$ cat src/rtl/rf_wb_arbiter_pkg.sv
// Shared types and default sizing for the register-file writeback arbiter.
package rf_wb_arbiter_pkg;

    localparam int unsigned RfAddrW     = 5;
    localparam int unsigned RfDataW     = 32;
    localparam int unsigned RfBufDepth  = 2;
    localparam int unsigned RfStarveMax = 4;

    typedef enum logic [1:0] {
        StIdle  = 2'd0,
        StWait  = 2'd1,
        StForce = 2'd2
    } wba_state_e;

endpackage

$ cat src/rtl/rf_wb_arbiter_if.sv
// Long-latency result channel: valid/ready handshake carrying destination and data.
interface rf_wb_arbiter_if #(
    parameter int unsigned ADDR_W = 5,
    parameter int unsigned DATA_W = 32
);
    logic              lw_valid;
    logic              lw_ready;
    logic [ADDR_W-1:0] lw_addr;
    logic [DATA_W-1:0] lw_data;

    modport master (output lw_valid, output lw_addr, output lw_data, input lw_ready);
    modport slave  (input lw_valid, input lw_addr, input lw_data, output lw_ready);
endinterface

$ cat src/rtl/rf_wb_arbiter_wb_fifo.sv
// Small circular queue for long-latency results; DEPTH must be a power of 2.
module rf_wb_arbiter_wb_fifo #(
    parameter int unsigned DEPTH = 2,
    parameter int unsigned WIDTH = 37,
    localparam int unsigned PtrW = $clog2(DEPTH),
    localparam int unsigned CntW = $clog2(DEPTH + 1)
) (
    input  logic             clk,
    input  logic             rst_n,
    input  logic             push,
    input  logic             pop,
    input  logic [WIDTH-1:0] din,
    output logic [WIDTH-1:0] dout,
    output logic             full,
    output logic             empty,
    output logic [CntW-1:0]  count
);
    logic [WIDTH-1:0] mem_q [DEPTH];
    logic [PtrW-1:0]  wr_ptr_q, rd_ptr_q;
    logic [CntW-1:0]  count_q;

    always_ff @(posedge clk) begin
        if (push) mem_q[wr_ptr_q] <= din;
    end

    always_ff @(posedge clk or negedge rst_n) begin
        if (!rst_n) begin
            wr_ptr_q <= '0;
            rd_ptr_q <= '0;
            count_q  <= '0;
        end else begin
            if (push) wr_ptr_q <= wr_ptr_q + PtrW'(1);
            if (pop)  rd_ptr_q <= rd_ptr_q + PtrW'(1);
            if (push && !pop)      count_q <= count_q + CntW'(1);
            else if (pop && !push) count_q <= count_q - CntW'(1);
        end
    end

    assign dout  = mem_q[rd_ptr_q];
    assign count = count_q;
    assign full  = (count_q == CntW'(DEPTH));
    assign empty = (count_q == '0);
endmodule

$ cat src/rtl/rf_wb_arbiter.sv
// Register-file write port owner: pipeline writeback, queued long-latency results, busy scoreboard.
// Define RF_WB_BYPASS_EN to let a long result write straight through when the port is idle.
module rf_wb_arbiter
    import rf_wb_arbiter_pkg::*;
#(
    parameter int unsigned ADDR_W     = RfAddrW,
    parameter int unsigned DATA_W     = RfDataW,
    parameter int unsigned BUF_DEPTH  = RfBufDepth,
    parameter int unsigned STARVE_MAX = RfStarveMax
) (
    input  logic              clk,
    input  logic              rst_n,
    input  logic              wb_we,
    input  logic [ADDR_W-1:0] wb_waddr,
    input  logic [DATA_W-1:0] wb_wdata,
    output logic              stall_req,
    rf_wb_arbiter_if.slave    lw,
    input  logic              alloc_we,
    input  logic [ADDR_W-1:0] alloc_addr,
    input  logic              re1,
    input  logic [ADDR_W-1:0] raddr1,
    input  logic              re2,
    input  logic [ADDR_W-1:0] raddr2,
    input  logic              dchk,
    input  logic [ADDR_W-1:0] daddr,
    output logic              hazard,
    output logic              rf_we,
    output logic [ADDR_W-1:0] rf_waddr,
    output logic [DATA_W-1:0] rf_wdata
);
    localparam int unsigned NumRegs = 2 ** ADDR_W;
    localparam int unsigned CntW    = $clog2(BUF_DEPTH + 1);
    localparam int unsigned StW     = $clog2(STARVE_MAX + 1);

    wba_state_e          state_q;
    logic [StW-1:0]      starve_q, starve_inc;
    logic                stall_q, ready_q;
    logic [NumRegs-1:0]  busy_q, busy_d;
    logic                push, pop, wb_commit, bypass, full, empty;
    logic [CntW-1:0]     count, count_next;
    logic [ADDR_W+DATA_W-1:0] head;
    logic [ADDR_W-1:0]   head_addr;
    logic [DATA_W-1:0]   head_data;

    rf_wb_arbiter_wb_fifo #(
        .DEPTH (BUF_DEPTH),
        .WIDTH (ADDR_W + DATA_W)
    ) u_fifo (
        .clk   (clk),
        .rst_n (rst_n),
        .push  (push),
        .pop   (pop),
        .din   ({lw.lw_addr, lw.lw_data}),
        .dout  (head),
        .full  (full),
        .empty (empty),
        .count (count)
    );

    assign head_addr  = head[DATA_W +: ADDR_W];
    assign head_data  = head[DATA_W-1:0];
    assign stall_req  = stall_q;
    assign lw.lw_ready = ready_q;

    // stall_q is high exactly in FORCE, so the pipeline never beats a forced head.
    assign wb_commit = wb_we && !stall_q;

`ifdef RF_WB_BYPASS_EN
    assign bypass = (count == '0) && !wb_we && (state_q == StIdle) && lw.lw_valid &&
                    (lw.lw_addr != '0);
`else
    assign bypass = 1'b0;
`endif

    assign push       = lw.lw_valid && ready_q && !bypass;
    assign pop        = !empty && !wb_commit;
    assign starve_inc = starve_q + StW'(1);

    always_comb begin
        count_next = count;
        if (push && !pop)      count_next = count + CntW'(1);
        else if (pop && !push) count_next = count - CntW'(1);
    end

    always_comb begin
        rf_we    = 1'b0;
        rf_waddr = head_addr;
        rf_wdata = head_data;
        if (wb_commit) begin
            rf_we    = 1'b1;
            rf_waddr = wb_waddr;
            rf_wdata = wb_wdata;
        end else if (bypass) begin
            rf_we    = 1'b1;
            rf_waddr = lw.lw_addr;
            rf_wdata = lw.lw_data;
        end else if (pop) begin
            rf_we = (head_addr != '0);
        end
        rf_we = rf_we && rst_n;
    end

    // Set after clear so a same-cycle allocate of the retiring register stays busy.
    always_comb begin
        busy_d = busy_q;
        if (pop)    busy_d[head_addr]  = 1'b0;
        if (bypass) busy_d[lw.lw_addr] = 1'b0;
        if (alloc_we && (alloc_addr != '0)) busy_d[alloc_addr] = 1'b1;
        busy_d[0] = 1'b0;
    end

    assign hazard = (re1 && busy_q[raddr1]) || (re2 && busy_q[raddr2]) || (dchk && busy_q[daddr]);

    always_ff @(posedge clk or negedge rst_n) begin
        if (!rst_n) begin
            state_q  <= StIdle;
            starve_q <= '0;
            stall_q  <= 1'b0;
            ready_q  <= 1'b1;
            busy_q   <= '0;
        end else begin
            busy_q  <= busy_d;
            ready_q <= (count_next < CntW'(BUF_DEPTH));
            stall_q <= 1'b0;
            unique case (state_q)
                StIdle: begin
                    starve_q <= '0;
                    if (push) state_q <= StWait;
                end
                StWait: begin
                    if (pop) begin
                        starve_q <= '0;
                        if (count_next == '0) state_q <= StIdle;
                    end else if (starve_inc == StW'(STARVE_MAX)) begin
                        starve_q <= '0;
                        stall_q  <= 1'b1;
                        state_q  <= StForce;
                    end else begin
                        starve_q <= starve_inc;
                    end
                end
                StForce: begin
                    starve_q <= '0;
                    state_q  <= (count_next != '0) ? StWait : StIdle;
                end
                default: begin
                    starve_q <= '0;
                    state_q  <= StIdle;
                end
            endcase
        end
    end

    assert property (@(posedge clk) disable iff (!rst_n) !(push && full));

    assert property (@(posedge clk) disable iff (!rst_n)
        (alloc_we && (alloc_addr != '0)) |->
        (!busy_q[alloc_addr] || (pop && (head_addr == alloc_addr)) ||
         (bypass && (lw.lw_addr == alloc_addr))));
endmodule
$ cat src/flat_wrapper.sv
// flat-port wrapper written by rule: the top's interface ports become plain ports
module rf_wb_arbiter_flat import rf_wb_arbiter_pkg::*;
#(
    parameter int unsigned ADDR_W     = RfAddrW,
    parameter int unsigned DATA_W     = RfDataW,
    parameter int unsigned BUF_DEPTH  = RfBufDepth,
    parameter int unsigned STARVE_MAX = RfStarveMax
)
  (clk, rst_n, wb_we, wb_waddr, wb_wdata, stall_req, alloc_we, alloc_addr, re1, raddr1, re2, raddr2, dchk, daddr, hazard, rf_we, rf_waddr, rf_wdata, lw_lw_valid, lw_lw_addr, lw_lw_data, lw_lw_ready);
  rf_wb_arbiter_if #(.ADDR_W(ADDR_W), .DATA_W(DATA_W)) lw_i ();
  input  logic clk;
  input  logic rst_n;
  input  logic wb_we;
  input  logic [ADDR_W-1:0] wb_waddr;
  input  logic [DATA_W-1:0] wb_wdata;
  output logic stall_req;
  input  logic alloc_we;
  input  logic [ADDR_W-1:0] alloc_addr;
  input  logic re1;
  input  logic [ADDR_W-1:0] raddr1;
  input  logic re2;
  input  logic [ADDR_W-1:0] raddr2;
  input  logic dchk;
  input  logic [ADDR_W-1:0] daddr;
  output logic hazard;
  output logic rf_we;
  output logic [ADDR_W-1:0] rf_waddr;
  output logic [DATA_W-1:0] rf_wdata;
  input wire logic [$bits(lw_i.lw_valid)-1:0] lw_lw_valid;
  input wire logic [$bits(lw_i.lw_addr)-1:0] lw_lw_addr;
  input wire logic [$bits(lw_i.lw_data)-1:0] lw_lw_data;
  output wire logic [$bits(lw_i.lw_ready)-1:0] lw_lw_ready;
  assign lw_i.lw_valid = lw_lw_valid;
  assign lw_i.lw_addr = lw_lw_addr;
  assign lw_i.lw_data = lw_lw_data;
  assign lw_lw_ready = lw_i.lw_ready;
  rf_wb_arbiter #(.ADDR_W(ADDR_W), .DATA_W(DATA_W), .BUF_DEPTH(BUF_DEPTH), .STARVE_MAX(STARVE_MAX)) u_core (.clk(clk), .rst_n(rst_n), .wb_we(wb_we), .wb_waddr(wb_waddr), .wb_wdata(wb_wdata), .stall_req(stall_req), .lw(lw_i), .alloc_we(alloc_we), .alloc_addr(alloc_addr), .re1(re1), .raddr1(raddr1), .re2(re2), .raddr2(raddr2), .dchk(dchk), .daddr(daddr), .hazard(hazard), .rf_we(rf_we), .rf_waddr(rf_waddr), .rf_wdata(rf_wdata));
endmodule
$ cat config.mk
export PLATFORM = sky130hd
export DESIGN_NAME = rf_wb_arbiter_flat
export DESIGN_NICKNAME = d
export VERILOG_FILES = /design/src/rtl/rf_wb_arbiter_pkg.sv /design/src/rtl/rf_wb_arbiter_if.sv /design/src/rtl/rf_wb_arbiter_wb_fifo.sv /design/src/rtl/rf_wb_arbiter.sv /design/src/flat_wrapper.sv
export SDC_FILE = /design/constraint.sdc
export NUM_CORES = 1
export LEC_CHECK = 0
export ABC_AREA = 1
export CAP_MARGIN = 20
export CORE_ASPECT_RATIO = 0.75
export CORE_MARGIN = 10
export CORE_UTILIZATION = 40
export CTS_BUF_LIST = sky130_fd_sc_hd__clkbuf_2
export DETAILED_ROUTE_END_ITERATION = 8
export GPL_TIMING_DRIVEN = 0
export PLACE_DENSITY_LB_ADDON = 0.2
export SETUP_SLACK_MARGIN = 0.02
export SLEW_MARGIN = 20
export SYNTH_ARGS = -nofsm -noshare
export SYNTH_HDL_FRONTEND = slang
export SYNTH_SLANG_ARGS = --single-unit
$ cat constraint.sdc
create_clock -name clk -period 2.73 [get_ports clk]
set_input_delay 0.546 -clock clk [delete_from_list [all_inputs] [get_ports clk]]
set_output_delay 0.546 -clock clk [all_outputs]
set_load 0.01 [all_outputs]
==> qor.csv <==
metric,value,unit
outcome,"finished, final reports clean",
finalSetupViolCount,0,
antennaDiodeCount,0,
crit_chain,inv_2 -> buf_6 -> or2_4 -> o21ai_4 -> inv_4 -> nor2_4 -> nand3_2 -> nand2_1 -> a21boi_1 -> buf_2,
p_per_area,906,nW/um2
cap_violations,0,
highest_layer,met4,
max_freq,0.376,GHz
ys_ff_latch,116,
numCtsBuffers,17,
postSynthAreaPerCell,8.62,um2
r2r_slack,0.98,ns
firstDrtPassIters,5,
ys_types,30,
worst-slew-pin-transition,0.420,ns
final.setup_skew,0.0138,ns
fill_cells,1313,
die_width,160,um
clkSlewWorstSetupHoldPaths,0.17,ns
cts.sinks,116,
grt-ovfl-total,0,
finalSetupTns,0,ns
reg2regPathDepth,8,
fin_area,8020,um2
slew_viol_final,0,
p_leak,3.39,nW
slowest_delay,0.41,ns
p_total,0.00727,W
coreArea,14400,um2
rows,38,
finalNonFillerCells,1072,
port_buffers,136,
met1_length,7880,um
crit_start,u_core.u_fifo.rd_ptr_q,
synthToLayoutAreaGrowth,36.5,%
finalWirelength,18200,um
wl_per_cell,16.9,um
cp-endpoint,rf_we,
grt_max_degree,34,
period_share,0.973,
ys.flop_type,edfxtp_1,
crit_path_max_fanout,9,
end_kind,output port,
nNetsFinal,964,
criticalPathCategory,flop to output port,
max-vdd-ir-drop,0.000488,V
antenna_found_initial,0,
initial_core_util,0.408,
worstSkewPairLatency,0.65,ns
place_congestion,0.921,
dp_hpwl,13700,um
clockBufferDepth,2,
drcViolationCount,0,
tritoncts,done,
die_height,125,um
ys_warn_count,0,
hold_viol_final,0,
drtAntennaViolNets,0,
dpl_cell_area,7560,um2
worstPathArrival,2.11,ns
synth-edff-count,74,
ctsRootBufferMaster,clkbuf_2,
met2_length,8520,um
viasPerCell,5.22,
cts_max_level,4,
min_period,2.66,ns
grt_pass1_wl,29000,um
vias,5594,
drive_gt1_frac,0.170,
rr_endpoint,u_core.busy_q[18],
grt_pass1_vias,5556,
dp_cells,1021,
slew_headroom,0.717,
wl_met3,1540,um
netlist_area,5880,um2
io_pins,143,
synthCells,682,
reg2reg_from,u_core.u_fifo.count[0],
rsz0062_at_grt,true,
cpMaxStageDelayCell,dfrtp_1,
min_path_type,input port to asynchronous set/reset pin,
die-area,20000,um2
synthArstFlopShare,0.362,
grt.total_usage,0.178,
final_util,0.557,
drt_iter0_markers,610,
setup.worst_path.start_class,flop,
required,2.18,ns
ys_seq_area_frac,0.557,
syn_nets,787,
worst min-delay path by stage:
stage	end	slack, ns	cells after the start
2_1_floorplan	u_core.busy_q[10]	0.25	0
5_1_grt	u_core.starve_q[0]	0.18	2
3_5_place_dp	u_core.stall_req	0.44	1
3_3_place_gp	u_core.starve_q[0]	0.45	1
4_1_cts	u_core.starve_q[0]	0.22	2
6_report	u_core.stall_req	0.27	2
synth_stat cells (all sizes together), types with 3 or more instances:
cell,count,area (um2)
nand2,159,609
nand3,105,556
edfxtp,74,2220
o21ai,73,384
a21oi,66,330
inv,63,236
nor2,54,218
dfrtp,41,1030
buf,15,78.8
clkbuf,12,45.0
or2,6,37.5
ha,3,37.5
stage by stage:
step	hold WS, ns	setup slack [ns]
floorplan	0.250	0.0635
global placement	0.450	-1.38
detailed placement	0.436	-0.516
CTS	0.219	0.0250
global route	0.179	-0.0963
finish	0.272	0.0735
flip-flops by register name, summed over array words and instances (netlist names):
register                cells
u_core.busy_q              31
u_core.lw.lw_ready          1
u_core.stall_req            1
u_core.starve_q             3
u_core.state_q              2
u_core.u_fifo.count         2
u_core.u_fifo.mem_q        74
u_core.u_fifo.rd_ptr_q      1
u_core.u_fifo.wr_ptr_q      1
cells by family after synthesis:
| family | Yosys count | synth area share |
|---|---|---|
| flops | 116 | 0.557 |
| fa+ha+maj | 3 | 0.00639 |
| compound gates | 142 | 0.125 |
| buf+inv | 92 | 0.0626 |
| simple gates | 326 | 0.244 |
| xor+xnor | 3 | 0.00447 |
layout make-up:
type / count / area (um2) / share of cell area
well taps: 200 / 250 / 0.0312
clock buffers: 18 / 90.1 / 0.0112
inverters: 65 / 251 / 0.0313
repair buffers: 158 / 1420 / 0.177
clock inverters: 14 / 210 / 0.0262
plain buffers: 27 / 181 / 0.0226
flip-flops and latches: 116 / 3270 / 0.408
multi-input cells: 474 / 2350 / 0.292
critical path, delay by kind of cell, from the launching register on:
| kind | cells | cell delay, ns |
|---|---|---|
| buf+inv | 4 | 0.39 |
| simple gates | 4 | 0.54 |
| compound gates | 2 | 0.14 |
| flops | 1 | 0.41 |
placed cells by master, fill, tap and decap left out, drive strengths merged, types with 5 or more instances in the layout:
cell type / n
nand2: 159
nand3: 105
clkdlybuf4s50: 96
edfxtp: 74
o21ai: 73
a21oi: 66
inv: 63
nor2: 54
clkbuf: 48
buf: 44
dfrtp: 41
dlygate4sd2: 14
clkinv: 8
or2: 6
bufinv: 5
power by group:
part	internal, W	total (W)	leakage, nW	switching (W)
registers	0.00238	0.00269	1.19	0.000309
logic	0.00129	0.00323	2.03	0.00194
clock network	0.000692	0.00135	0.170	0.000658
per-layer routing:
layer  up-vias  global-route usage
met2       264               0.281
met5         -                   0
met3        26              0.0541
li1       2663                   -
met1      2641               0.237
met4         0              0.0350
repair_timing:
action / CTS / global route
resized for setup: 77 / 78
pin swaps: 1 / 7
setup buffers: 4 / 14
setup endpoints to repair: 39 / 37
gates cloned: 0 / 0
endpoints found under the hold margin: 18 / 0
hold buffers: 1 / 0
(Power assumes the default switching activity.)
